===== src/rtl/instr_fetch_assembler.sv =====
// Jolt160 front end: fetches halfwords over a req/ack bus, queues them and presents
// whole instructions (one halfword, or two for group 5). Prefetch is enabled by JOLT160_FETCH_PREFETCH_EN.
module instr_fetch_assembler #(
    parameter logic [15:0] RESET_PC   = 16'h0000,
    parameter int          FIFO_DEPTH = 4
) (
    input  logic        clk,
    input  logic        rst_n,
    output logic        mem_req,
    output logic [15:0] mem_addr,
    input  logic        mem_ack,
    input  logic [15:0] mem_rdata,
    input  logic        redirect,
    input  logic [15:0] redirect_addr,
    output logic        out_valid,
    input  logic        out_ready,
    output logic [15:0] instr_hi,
    output logic [15:0] instr_lo,
    output logic        instr_wide,
    output logic        instr_unknown,
    output logic [15:0] instr_pc
);

`ifdef JOLT160_FETCH_PREFETCH_EN
    localparam int QD = FIFO_DEPTH;
`else
    // FIFO_DEPTH is at least 2, so this is always the fixed two-entry queue.
    localparam int QD = (FIFO_DEPTH < 2) ? FIFO_DEPTH : 2;
`endif
    localparam int PW = $clog2(QD);
    localparam int CW = PW + 1;

    typedef enum logic [1:0] {IDLE, REQ, DISCARD} fstate_t;
    typedef enum logic [2:0] {G1, G2, G3, G4, G5, GUNK} grp_t;

    function automatic grp_t classify(input logic [15:0] h);
        grp_t g;
        casez (h[15:10])
            6'b0?????: g = G1;
            6'b10????: g = G2;
            6'b1100??: g = G3;
            6'b1101??: g = G4;
            6'b111000: g = G5;
            default:   g = GUNK;
        endcase
        return g;
    endfunction

    fstate_t         state, state_nxt;
    logic [15:0]     fetch_pc, req_addr, head_pc;
    logic [15:0]     q_mem [QD];
    logic [PW-1:0]   rd_ptr, wr_ptr;
    logic [CW-1:0]   count, count_nxt, pop_cnt;
    logic [15:0]     head, second;
    grp_t            head_grp;
    logic            head_present, head_wide, head_complete;
    logic            can_fetch, push, pop, req_c;

    assign head         = q_mem[rd_ptr];
    assign second       = q_mem[rd_ptr + PW'(1)];
    assign head_grp     = classify(head);
    assign head_present = (count != '0);
    assign head_wide    = (head_grp == G5);
    assign head_complete = head_present && (!head_wide || count >= CW'(2));

`ifdef JOLT160_FETCH_PREFETCH_EN
    assign can_fetch = (count < CW'(QD));
`else
    // Stop once the current instruction is whole; never run ahead of the decoder.
    assign can_fetch = !head_complete && (count < CW'(QD));
`endif

    assign push    = (state == REQ) && mem_ack && !redirect;
    assign pop     = head_complete && out_ready && !redirect;
    assign pop_cnt = pop ? (head_wide ? CW'(2) : CW'(1)) : '0;
    assign count_nxt = count + CW'(push) - pop_cnt;

    always_comb begin
        state_nxt = state;
        req_c     = 1'b0;
        unique case (state)
            IDLE: begin
                if (can_fetch && !redirect) begin
                    state_nxt = REQ;
                    req_c     = 1'b1;
                end
            end
            REQ: begin
                req_c = 1'b1;
                if (mem_ack)       state_nxt = IDLE;
                else if (redirect) state_nxt = DISCARD;
            end
            DISCARD: begin
                req_c = 1'b1;
                if (mem_ack) state_nxt = IDLE;
            end
            default: state_nxt = IDLE;
        endcase
    end

    // The IDLE request is combinational, so keep it quiet while reset is held.
    assign mem_req  = req_c & rst_n;
    assign mem_addr = (state == IDLE) ? fetch_pc : req_addr;

    always_ff @(posedge clk or negedge rst_n) begin
        if (!rst_n) begin
            state    <= IDLE;
            fetch_pc <= RESET_PC;
            req_addr <= RESET_PC;
        end else begin
            state <= state_nxt;
            if (state == IDLE && state_nxt == REQ) req_addr <= fetch_pc;
            if (redirect)  fetch_pc <= redirect_addr;
            else if (push) fetch_pc <= fetch_pc + 16'd1;
        end
    end

    always_ff @(posedge clk or negedge rst_n) begin
        if (!rst_n) begin
            rd_ptr  <= '0;
            wr_ptr  <= '0;
            count   <= '0;
            head_pc <= RESET_PC;
        end else if (redirect) begin
            rd_ptr  <= '0;
            wr_ptr  <= '0;
            count   <= '0;
            head_pc <= redirect_addr;
        end else begin
            if (push) wr_ptr <= wr_ptr + PW'(1);
            if (pop) begin
                rd_ptr  <= rd_ptr + (head_wide ? PW'(2) : PW'(1));
                head_pc <= head_pc + (head_wide ? 16'd2 : 16'd1);
            end
            count <= count_nxt;
        end
    end

    // Storage is not reset; everything read from it is gated by occupancy.
    always_ff @(posedge clk) begin
        if (push) q_mem[wr_ptr] <= mem_rdata;
    end

    assign out_valid     = head_complete;
    assign instr_hi      = head_present ? head : 16'h0000;
    assign instr_lo      = (head_complete && head_wide) ? second : 16'h0000;
    assign instr_wide    = head_present && head_wide;
    assign instr_unknown = head_present && (head_grp == GUNK);
    assign instr_pc      = head_pc;

endmodule


===== config.mk =====
export PLATFORM = sky130hd
export DESIGN_NAME = instr_fetch_assembler
export DESIGN_NICKNAME = d
export VERILOG_FILES = /design/src/rtl/instr_fetch_assembler.sv
export SDC_FILE = /design/constraint.sdc
export NUM_CORES = 1
export LEC_CHECK = 0
export ABC_AREA = 1
export CAP_MARGIN = 20
export CORE_MARGIN = 2
export CORE_UTILIZATION = 30
export DETAILED_ROUTE_END_ITERATION = 10
export PLACE_DENSITY_LB_ADDON = 0.3
export SLEW_MARGIN = 20
export SYNTH_ARGS = -nofsm -noshare
export SYNTH_HDL_FRONTEND = slang
export SYNTH_SLANG_ARGS = --single-unit

===== constraint.sdc =====
create_clock -name clk -period 2.6 [get_ports clk]
set_input_delay 0.52 -clock clk [delete_from_list [all_inputs] [get_ports clk]]
set_output_delay 0.52 -clock clk [all_outputs]
set_load 0.01 [all_outputs]

==> impl_results.md <==
- Flip-flop cell with the highest count after synthesis: dfrtp_1
- Static leakage: 0.00290 uW
- Worst Hold Slack: 417 ps
- Critical path startpoint category: flop
- Boundary Pins: 105
- Most common cell after layout, fill and taps aside: nand2_1
- Number of cells in the design after placement: 901
- CTS clk-pin slew, worst paths: 60 ps
- Crit share post-route: 96.5%
- Total inserted antenna cells: 0
- Switching power: between 2000 and 2500 uW
- Nets in the synthesized netlist: 624
- Core box area: between 0.015 and 0.02 sq mm
- Portion of total power attributed to the clock network: a little over a fifth
- Worst-case clock buffer depth: 2
- Number of sinks on the clock net: 86
- Die outline area: 0.0168 sq mm
- RSZ-0062 raised after global routing: yes
- Fin. Hold Viols: 0
- Largest vdd supply drop: roughly 0.38 mV
- Power density cells: roughly 900 mW/mm^2
- Fraction of power consumed by combinational cells: 45.0%
- Sequential share of power: 33.3%
- Number of vias per cell: a little under 5
- Number of enable-type register cells in the synthesized netlist: 32
- Worst slew slack as a fraction of its limit: 51.7%
- Post-synthesis sequential area ratio: ~50%
- Post-synthesis sequential element count: 86
- Maxcap violations: 0
- Residual antenna-violating net count after detailed routing: 0
- Input/output buffers: 104
- Final WL: 13.6 mm
- Internal power consumption: between 3000 and 4000 uW
- Die height: 130 microns
- Status: completed
- Initial antenna violation count: 0
- Post-layout instance count excluding filler cells: 924
- Mean Syn Cell Area: 8.21 sq um
- Share of final-layout standard cells stronger than drive strength 1: 16.0%
- CTS H-tree lvls: 3
- Number of distinct library cells after synthesis: 38
- Vias in the first global route: 4231
- Drt pass-1 iters: 5
- Cell area after technology mapping: 0.00474 sq mm
- Worst-skew pair later-pin latency: about 350 ps
- DP HPWL: 9.86 mm
- Row count: 45
- Fin. max-slew vios: 0
- Signed area change from the synthesized netlist to the final layout: 38.4%
- Total congestion overflow after global routing: 0
- Synth Warn #: 0
- FMAX: 398 MHz
- Worst clock skew: 7.17 ps
- Floorplan die width: between 100 and 150 microns
- Actual transition at the worst max-transition pin: 725 ps
- Proportion of register bits with asynchronous set or reset after synthesis: a little over three fifths
- Global router's overall resource usage: approximately 16%
- Initial cell density of the core: 30.9%
- Number of endpoints failing setup at the final stage: 0
- Post-synthesis cell type with the largest combined area: dfrtp_1
- Sum of negative setup slack: 0 ps
- Weighted congestion reported at the end of routability-driven placement: 0.879
- Root Buffer Master: clkbuf_16
- Worst hold path type: in2async
- Area share of the largest cell type after synthesis: 28.5%
- DRC marker count from the first detailed-route iteration: about 280
- Post-Synthesis Cells: 577
- CTS Buf Count: 9
- Wire length of the first global-routing pass: 21.4 mm
- Post-layout net count: 755
- Worst setup EP type: primary output
- Clock tree from TritonCTS: done
- Critical Path AT: approximately 2000 ps
- Mean routed wirelength per cell: 14.7 microns
- Largest cells by area after synthesis: dfrtp_1 29%, edfxtp_1 20%, nand2_1 15%, a21oi_1 4.2%, nand3_1 3.6%
- Pin count of the biggest net entering global routing: between 50 and 60
- Count of fill cells added during filler insertion: 1545
- Worst EP required: ~2100 ps
- Switching fraction of total power: between 30 and 40%
- Commonest cells after routing, fill and taps aside: 180 x nand2_1, 68 x clkdlybuf4s50_1, 52 x dfrtp_1
- Highest fanout seen on the critical path: 7
- Routed via count: 4446
- Residual DRC: 0
- Critical setup path kind: reg2out
- Post-layout min period: 2510 ps
worst max-delay path, stage by stage, from the launching register on:
cell	delay (ps)
dfrtp_2	450
buf_12	160
nand2_2	60
nand2_2	70
nor2_4	130
nand3_4	110
inv_4	90
nand2_1	80
buf_4	170
nor2_1	90
clkdlybuf4s15_1	240
metrics by stage:
stage | power, uW | area (sq um) | util (%) | setup slack, ps
2_1_floorplan | 3500 | 4740 | - | 22.1
3_3_place_gp | 4630 | 6200 | 40.5 | -9.85
3_5_place_dp | 4670 | 6200 | 40.5 | -50.1
4_1_cts | 5870 | 6480 | 42.3 | 1.44
5_1_grt | 6340 | 6550 | 42.8 | -55.4
6_report | 5910 | 6550 | 42.8 | 89.7
power by group through the flow:
stage	Combinational, uW	Clock, uW	Sequential (uW)
floorplan	1560	0	1940
global placement	2660	0	1970
detailed placement	2690	0	1980
CTS	2600	1310	1960
global route	2960	1370	2000
finish	2660	1280	1960
area by class of cell:
cell class                      instances  area (sq um)  share of cell area, %
Multi-Input combinational cell        421          2210                   33.7
Timing Repair Buffer                  142          1290                   19.7
Inverter                               48           185                   2.83
Tap cell                              211           264                   4.03
Sequential cell                        86          2310                   35.3
Clock buffer                           10           229                   3.49
Clock inverter                          6          62.6                  0.955
timing repair:
action / CTS / global route
cloned: 0 / 1
hold buffers: 0 / 0
endpoints found under the setup margin: 39 / 32
pin swaps: 2 / 11
gates resized for setup: 84 / 31
buffers inserted: 3 / 3
registers in the layout, indices dropped and copies added, names as in the netlist:
signal	count
count	2
req_addr	16
fetch_pc	16
rd_ptr	1
wr_ptr	1
state	2
instr_pc	16
q_mem	32
kinds of logic after synthesis:
logic type	Yosys count	share of synthesized area [%]
compound gates	94	11.3
flops	86	48.8
fa+ha+maj	10	2.80
buf+inv	70	6.37
simple gates	300	27.6
xor+xnor	17	3.14
synth_stat cells, types with 2 or more instances:
cell type	n
nand2_1	191
buf_6	4
xor2_1	11
inv_2	3
o21ai_0	28
nor2_1	37
o221ai_1	3
nand4_1	8
a31oi_1	5
ha_1	9
o21ai_1	3
buf_4	2
o211ai_1	11
a21oi_1	40
nor3_1	7
nor4_1	3
clkbuf_1	14
inv_1	43
nor2_4	4
xnor2_1	6
edfxtp_1	32
clkinv_1	2
dfrtp_1	54
nand3_1	34
nand2_2	9
o21bai_1	2
per-layer routing:
metal  GRT usage (%)  share of wire [%]  up-vias
li1                -                  -     2176
met1            22.7                 46     2109
met2            25.7                 45      147
met3            3.63                6.9       14
met4            5.12                1.4        0
met5               0                  0        -
worst paths after layout:
kind / startpoint / end / depth (start not counted) / slack [ps]
worst max-delay path: rd_ptr$_DFFE_PN0P_ / instr_lo[14] / 10 / 90
min in group clk: req_addr[14]$_DFFE_PN0P_ / req_addr[14]$_DFFE_PN0P_ / 2 / 470
max in group asynchronous: rst_n / rd_ptr$_DFFE_PN0P_ / 2 / 1670
worst min register to register: req_addr[14]$_DFFE_PN0P_ / req_addr[14]$_DFFE_PN0P_ / 2 / 470
worst max register to register: rd_ptr$_DFFE_PN0P_ / instr_pc[12]$_DFFE_PN0P_ / 14 / 110
worst min-delay path: rst_n / fetch_pc[13]$_DFFE_PN0P_ / 2 / 420
Power figures use the tool's default switching activity.
